$ cat src/rtl/stage4_mem.sv
`default_nettype none
// ============================================================================
// Module   : stage4_mem
// Purpose  : Memory-access stage of the 10-bit pipelined CPU. Loads and
//            stores are serviced through a direct-mapped, write-through,
//            one-word-per-line data cache placed in front of a slow external
//            RAM that uses a req/ack handshake. The stage stalls the execute
//            stage through cache_Ready and holds its M pipeline register
//            during a stall, so forwarding from M stays correct.
//
// Ports    : clk, reset (async, active-low)
//            EX side  : ALU_result (address / result), rt_out (store data),
//                       reg_write_en_in, RAM_writeEnable_in (store),
//                       MemtoReg_in (load), reg_writesel_in, PC_en_in
//            RAM side : ram_req, ram_we, ram_addr, ram_wdata (registered),
//                       ram_rdata, ram_ack (one-cycle completion)
//            Stall    : cache_Ready (combinational, 1 = advance)
//            M reg    : ALU_M, Mem_M, MemtoReg_M, reg_write_en_M,
//                       write_sel_M, PC_en_out
//
// Revision : 1.0 - initial release
// ============================================================================
module stage4_mem #(
    parameter int DATA_W  = 10,
    parameter int INDEX_W = 3
) (
    input  logic              clk,
    input  logic              reset,
    // Execute-stage pipeline register outputs
    input  logic [DATA_W-1:0] ALU_result,
    input  logic [DATA_W-1:0] rt_out,
    input  logic              reg_write_en_in,
    input  logic              RAM_writeEnable_in,
    input  logic              MemtoReg_in,
    input  logic [2:0]        reg_writesel_in,
    input  logic              PC_en_in,
    // External RAM handshake
    input  logic [DATA_W-1:0] ram_rdata,
    input  logic              ram_ack,
    output logic              ram_req,
    output logic              ram_we,
    output logic [DATA_W-1:0] ram_addr,
    output logic [DATA_W-1:0] ram_wdata,
    // Stall back to the execute stage
    output logic              cache_Ready,
    // M pipeline register
    output logic [DATA_W-1:0] ALU_M,
    output logic [DATA_W-1:0] Mem_M,
    output logic              MemtoReg_M,
    output logic              reg_write_en_M,
    output logic [2:0]        write_sel_M,
    output logic              PC_en_out
);

    localparam int c_LINES = 1 << INDEX_W;
    localparam int c_TAG_W = DATA_W - INDEX_W;

    localparam logic [1:0] c_IDLE    = 2'd0;
    localparam logic [1:0] c_RD_WAIT = 2'd1;
    localparam logic [1:0] c_WR_WAIT = 2'd2;
    localparam logic [1:0] c_DONE    = 2'd3;

    // ------------------------------------------------------------------------
    // Cache storage. Only the valid bits need a reset; tag and data contents
    // are meaningless while the matching valid bit is clear.
    // ------------------------------------------------------------------------
    logic [c_LINES-1:0] r_valid;
    logic [c_TAG_W-1:0] r_tag  [c_LINES];
    logic [DATA_W-1:0]  r_data [c_LINES];

    logic [1:0]         r_state;

    // ------------------------------------------------------------------------
    // Request decode and lookup
    // ------------------------------------------------------------------------
    logic [INDEX_W-1:0] w_idx;
    logic [c_TAG_W-1:0] w_tag;
    logic               w_store;
    logic               w_load;
    logic               w_hit;
    logic [DATA_W-1:0]  w_line_data;
    logic               w_fill;
    logic               w_wr_update;

    assign w_idx       = ALU_result[INDEX_W-1:0];
    assign w_tag       = ALU_result[DATA_W-1:INDEX_W];
    assign w_store     = RAM_writeEnable_in;
    // A store wins when both controls are set.
    assign w_load      = MemtoReg_in & ~RAM_writeEnable_in;
    assign w_hit       = r_valid[w_idx] && (r_tag[w_idx] == w_tag);
    assign w_line_data = r_data[w_idx];

    // Line writes happen only on the ack edge of a wait state. A store that
    // misses allocates nothing (no-write-allocate).
    assign w_fill      = (r_state == c_RD_WAIT) && ram_ack;
    assign w_wr_update = (r_state == c_WR_WAIT) && ram_ack && w_hit;

    // ------------------------------------------------------------------------
    // Stall decode. In IDLE the stall is raised in the same cycle a miss or
    // store is seen; DONE releases the pipeline for exactly one cycle.
    // ------------------------------------------------------------------------
    always_comb begin
        cache_Ready = 1'b0;
        case (r_state)
            c_IDLE:  cache_Ready = ~(w_store | (w_load & ~w_hit));
            c_DONE:  cache_Ready = 1'b1;
            default: cache_Ready = 1'b0;
        endcase
    end

    // ------------------------------------------------------------------------
    // Control FSM and RAM request registers. The request fields are captured
    // when leaving IDLE, so they stay stable until the ack is sampled; the
    // request drops on the ack edge itself.
    // ------------------------------------------------------------------------
    always_ff @(posedge clk or negedge reset) begin
        if (!reset) begin
            r_state   <= c_IDLE;
            r_valid   <= '0;
            ram_req   <= 1'b0;
            ram_we    <= 1'b0;
            ram_addr  <= '0;
            ram_wdata <= '0;
        end else begin
            case (r_state)
                c_IDLE: begin
                    if (w_store) begin
                        r_state   <= c_WR_WAIT;
                        ram_req   <= 1'b1;
                        ram_we    <= 1'b1;
                        ram_addr  <= ALU_result;
                        ram_wdata <= rt_out;
                    end else if (w_load && !w_hit) begin
                        r_state   <= c_RD_WAIT;
                        ram_req   <= 1'b1;
                        ram_we    <= 1'b0;
                        ram_addr  <= ALU_result;
                    end
                end
                c_RD_WAIT: begin
                    if (ram_ack) begin
                        r_valid[w_idx] <= 1'b1;
                        ram_req        <= 1'b0;
                        r_state        <= c_DONE;
                    end
                end
                c_WR_WAIT: begin
                    if (ram_ack) begin
                        ram_req <= 1'b0;
                        r_state <= c_DONE;
                    end
                end
                c_DONE: begin
                    // The instruction already completed; no second lookup.
                    r_state <= c_IDLE;
                end
                default: begin
                    r_state <= c_IDLE;
                end
            endcase
        end
    end

    // ------------------------------------------------------------------------
    // Tag and data arrays. Writes are qualified by FSM state, which is held
    // in IDLE while reset is asserted, so an interrupted fill never lands.
    // ------------------------------------------------------------------------
    always_ff @(posedge clk) begin
        if (w_fill) begin
            r_tag[w_idx]  <= w_tag;
            r_data[w_idx] <= ram_rdata;
        end else if (w_wr_update) begin
            r_data[w_idx] <= rt_out;
        end
    end

    // ------------------------------------------------------------------------
    // M pipeline register. Loads only when the pipeline advances. For a load
    // the line data is the hit data in IDLE or the freshly filled word in
    // DONE; otherwise the store/pass-through operand is forwarded.
    // ------------------------------------------------------------------------
    always_ff @(posedge clk or negedge reset) begin
        if (!reset) begin
            ALU_M          <= '0;
            Mem_M          <= '0;
            MemtoReg_M     <= 1'b0;
            reg_write_en_M <= 1'b0;
            write_sel_M    <= 3'd0;
            PC_en_out      <= 1'b0;
        end else if (cache_Ready) begin
            ALU_M          <= ALU_result;
            Mem_M          <= w_load ? w_line_data : rt_out;
            MemtoReg_M     <= MemtoReg_in;
            reg_write_en_M <= reg_write_en_in;
            write_sel_M    <= reg_writesel_in;
            PC_en_out      <= PC_en_in;
        end
    end

endmodule
`default_nettype wire
$ cat config.mk
export PLATFORM = sky130hd
export DESIGN_NAME = stage4_mem
export DESIGN_NICKNAME = d
export VERILOG_FILES = /design/src/rtl/stage4_mem.sv
export SDC_FILE = /design/constraint.sdc
export NUM_CORES = 1
export LEC_CHECK = 0
export ABC_AREA = 1
export CORE_UTILIZATION = 40
export CTS_BUF_LIST = sky130_fd_sc_hd__clkbuf_8
export CTS_CLUSTER_DIAMETER = 60
export CTS_CLUSTER_SIZE = 20
export DETAILED_ROUTE_END_ITERATION = 10
export SYNTH_ARGS = -nofsm -noshare
export SYNTH_HDL_FRONTEND = slang
export SYNTH_SLANG_ARGS = --single-unit
$ cat constraint.sdc
create_clock -name clk -period 3.2 [get_ports clk]
set_input_delay 0.64 -clock clk [delete_from_list [all_inputs] [get_ports clk]]
set_output_delay 0.64 -clock clk [all_outputs]
set_load 0.02 [all_outputs]
==> results.md <==
* Max-slew headroom at 42.8%
* Fillers at 1757
* Max incr delay on CP at 290 ps
* Endpoints failing hold at 0
* Final ANT Viol Nets at 0
* Synth-to-Final Area Change at 28.2%
* Setup TNS Final at 0 ps
* Post-synth EDFFs at 136
* Vias in the first global route at 5776
* Seq pwr share at 45.6%
* Synth area leader: edfxtp_1
* Clock group share of total power at 22.0%
* Weighted congestion at the end of routability-driven global placement at 0.823
* Iter 0 DRT Violations at 406
* Switch Pwr at 0.00255 W
* GRT Resource Usage Total at 20.9%
* HPWL after DPL at 14500 um
* Minimum hold slack at 155 ps
* Die Y at 145 um
* CTS Buf Count at 17
* Combinational group share of total power at 32.3%
* Internal cell power at 0.00467 W
* Pleak at 4.54 nW
* Layout cell share with drive strength beyond 1 at 17.6%
* Top-count cell post-synth: nand2_1
* GRT Residual Overflow at 0
* Clock Latency Late Sink at 480 ps
* WL/cell at 16.9 um
* Final Skew at 21.5 ps
* WS Path Type: in -> out
* Non-filler cells, final at 1207
* # IOs at 89
* Worst-path maximum fanout at 13
* FFs w/ async S/R, synth at 29.9%
* Commonest cells post-synth: nand2_1 (204), edfxtp_1 (136), inv_1 (91), dfrtp_1 (58), nor2_1 (51)
* CTS clk-pin slew, worst paths at 110 ps
* RSZ-0062 raised after global routing: no
* Residual DRC at 0
* Tot Pwr at 0.00722 W
* Post-route cell area at 0.0105 sq mm
* Via density at 4.88
* Footprint of the multi-input gates at 0.00213 sq mm
* Crit-path slowest cell: or2_2
* Synth area leaders: edfxtp_1 (50%), dfrtp_1 (18%), nand2_1 (9.4%)
* Initial Util at 41.4%
* Final setup viols at 0
* Fin crit share at 94.5%
* Largest net degree at the start of global routing at 29
* Synth top area share at 50.0%
* TritonRoute pass-1 iters at 4
* Status: finished, final reports clean
* Cell count after synthesis at 749
* Syn_nets at 795
* Max H-tree Level at 4
* Synth warn at 0
* Sw Share at 35.3%
* Dpl cell area at 0.0100 sq mm
* Synth cell types at 36
* Critical path required time at 2560 ps
* Drt total wl at 20400 um
* VDD IR max at 0.000292 V
* Nature of the critical path endpoint: output pin
* Worst-Margin Slew at 856 ps
* Synthesized flop and latch total at 194
* Fmax achieved at 331 MHz
* Final slew viol count at 0
* CTS tree: yes
* IO buf count at 88
* Total of max-cap violations at 0
* Die area at 0.0210 sq mm
* Die width at 145 um
* Initial antenna violation count at 0
* Synth Flop Type: edfxtp_1
* Worst hold path type: in -> async
* Avg Cell Area, Syn at 10.9 sq um
* Startpoint Class: input port
* Post-CTS Setup Inserts at 0
* Min Clock Period, post-route at 3020 ps
* Synth Cell Area at 0.00817 sq mm
* Dpl cells at 1174
* Post-synthesis sequential area ratio at 67.8%
* Antenna diodes at 0
* Register area at 0.00554 sq mm
* Total power per unit cell area at 689 mW/mm^2
* Root buf cell: clkbuf_8
* Crit-path cells: buf_2, buf_12, or2_2, nand3_1, nand2_2, nor2_2, nand2_1, nand2_1, nand2_1, nor2_2, nand2_2, nand2_2, nand3_4, nand2_4, nand2_4, inv_1, buf_4
* Core area at 0.0197 sq mm
* Crit path DAT at 2380 ps
* Final nets at 975
* Bufs on Longest Clock Path at 2
* Std-Cell Rows at 51
* First-pass GRT wire length at 32200 um
* Clock sink total at 194
* Via count at 5891
## cells in the final DEF, fill, tap and decap left out, types with 2 or more instances in the layout
cell type,synthesis,routed
nor2_4,2,2
o21ai_0,41,40
nor2_1,51,48
or2_2,12,12
buf_2,8,4
clkbuf_8,0,17
o211ai_1,2,2
a21oi_1,3,3
nand2_2,2,3
nand3_1,49,49
a22oi_1,2,2
inv_6,0,4
inv_1,91,91
a32oi_1,7,7
o21ai_1,1,2
buf_12,0,5
o2111a_1,2,2
clkinv_4,0,2
edfxtp_1,136,136
ha_1,6,6
nand2_4,2,3
dfrtp_1,58,58
a41oi_1,3,3
a22o_1,2,2
clkinv_1,2,2
nor2_2,1,4
nand2_1,204,202
clkinv_8,0,5
buf_4,5,97
nand4_1,2,2
a221oi_1,21,21
clkdlybuf4s50_1,0,83
nor3_1,3,3
inv_8,0,2
and2_1,8,8
## per-layer routing
metal	GRT usage, %	vias to the layer above	wire (um)
met5	0	-	0
met4	6.32	0	344
met3	3.82	20	783
met2	34.4	143	9940
met1	28.2	2855	9330
li1	-	2873	-
## critical path: cells and delay by family
| kind | cells | cell delay, ps |
|---|---|---|
| AND/OR/NAND/NOR | 13 | 1260 |
| buffers and inverters | 4 | 490 |
## final timing paths
| check | startpoint | to | slack [ps] | cells past startpoint |
|---|---|---|---|---|
| max in group asynchronous | reset | r_valid[0]$_DFFE_PN0P_ | 2300 | 2 |
| min in group clk | r_valid[0]$_DFFE_PN0P_ | r_valid[0]$_DFFE_PN0P_ | 470 | 2 |
| worst min-delay path | reset | ram_addr[7]$_DFFE_PN0P_ | 150 | 1 |
| worst max register to register | r_tag[4][4]$_DFFE_PP_ | r_data[0][1]$_DFFE_PP_ | 730 | 14 |
| worst max-delay path | ALU_result[0] | cache_Ready | 180 | 17 |
| worst min register to register | r_valid[0]$_DFFE_PN0P_ | r_valid[0]$_DFFE_PN0P_ | 470 | 2 |
## stage by stage
step | setup slack, ps | utilization, %
2_1_floorplan | 283 | -
3_3_place_gp | -754 | 50.9
3_5_place_dp | -781 | 50.9
4_1_cts | 6.14 | 53.0
5_1_grt | 15.4 | 53.1
6_report | 176 | 53.1
## cell type report
type	instances	area share, %
clock buffer	17	2.23
clock inverter	15	1.72
inverter	95	3.43
multi-input combinational	431	20.3
sequential	194	52.9
tap	265	3.17
timing repair buffer	190	16.3
## flip-flops by register name, indices dropped and copies added, names as in the netlist, 2 cells and up
register and flops:
r_data 80, r_tag 56, ALU_M 10, Mem_M 10, ram_addr 10, ram_wdata 10
r_valid 8, write_sel_M 3, r_state 2
## power groups by stage
| stage | clock (W) | combinational (W) | sequential, W |
|---|---|---|---|
| after floorplan | 0 | 0.000931 | 0.00367 |
| after global placement | 0 | 0.00233 | 0.00334 |
| after CTS | 0.00165 | 0.00235 | 0.00329 |
| after global routing | 0.00173 | 0.00258 | 0.00334 |
| final | 0.00159 | 0.00233 | 0.00329 |
| after detailed placement | 0 | 0.00235 | 0.00335 |
## kinds of logic after synthesis
family | share of synthesized area [%]
AO/OA/AOI/OAI | 7.14
adder cells (fa/ha/maj) | 0.919
buffers and inverters | 6.42
flip-flops | 67.8
AND/OR/NAND/NOR | 17.8
## timing repair
action                     in CTS  in global routing
pin swaps                       2                  3
setup endpoints to repair       1                  1
cloned                          0                  1
resized for setup              16                 12
hold buffers                    0                  0
Note: power is estimated with default switching activity, not from simulation.
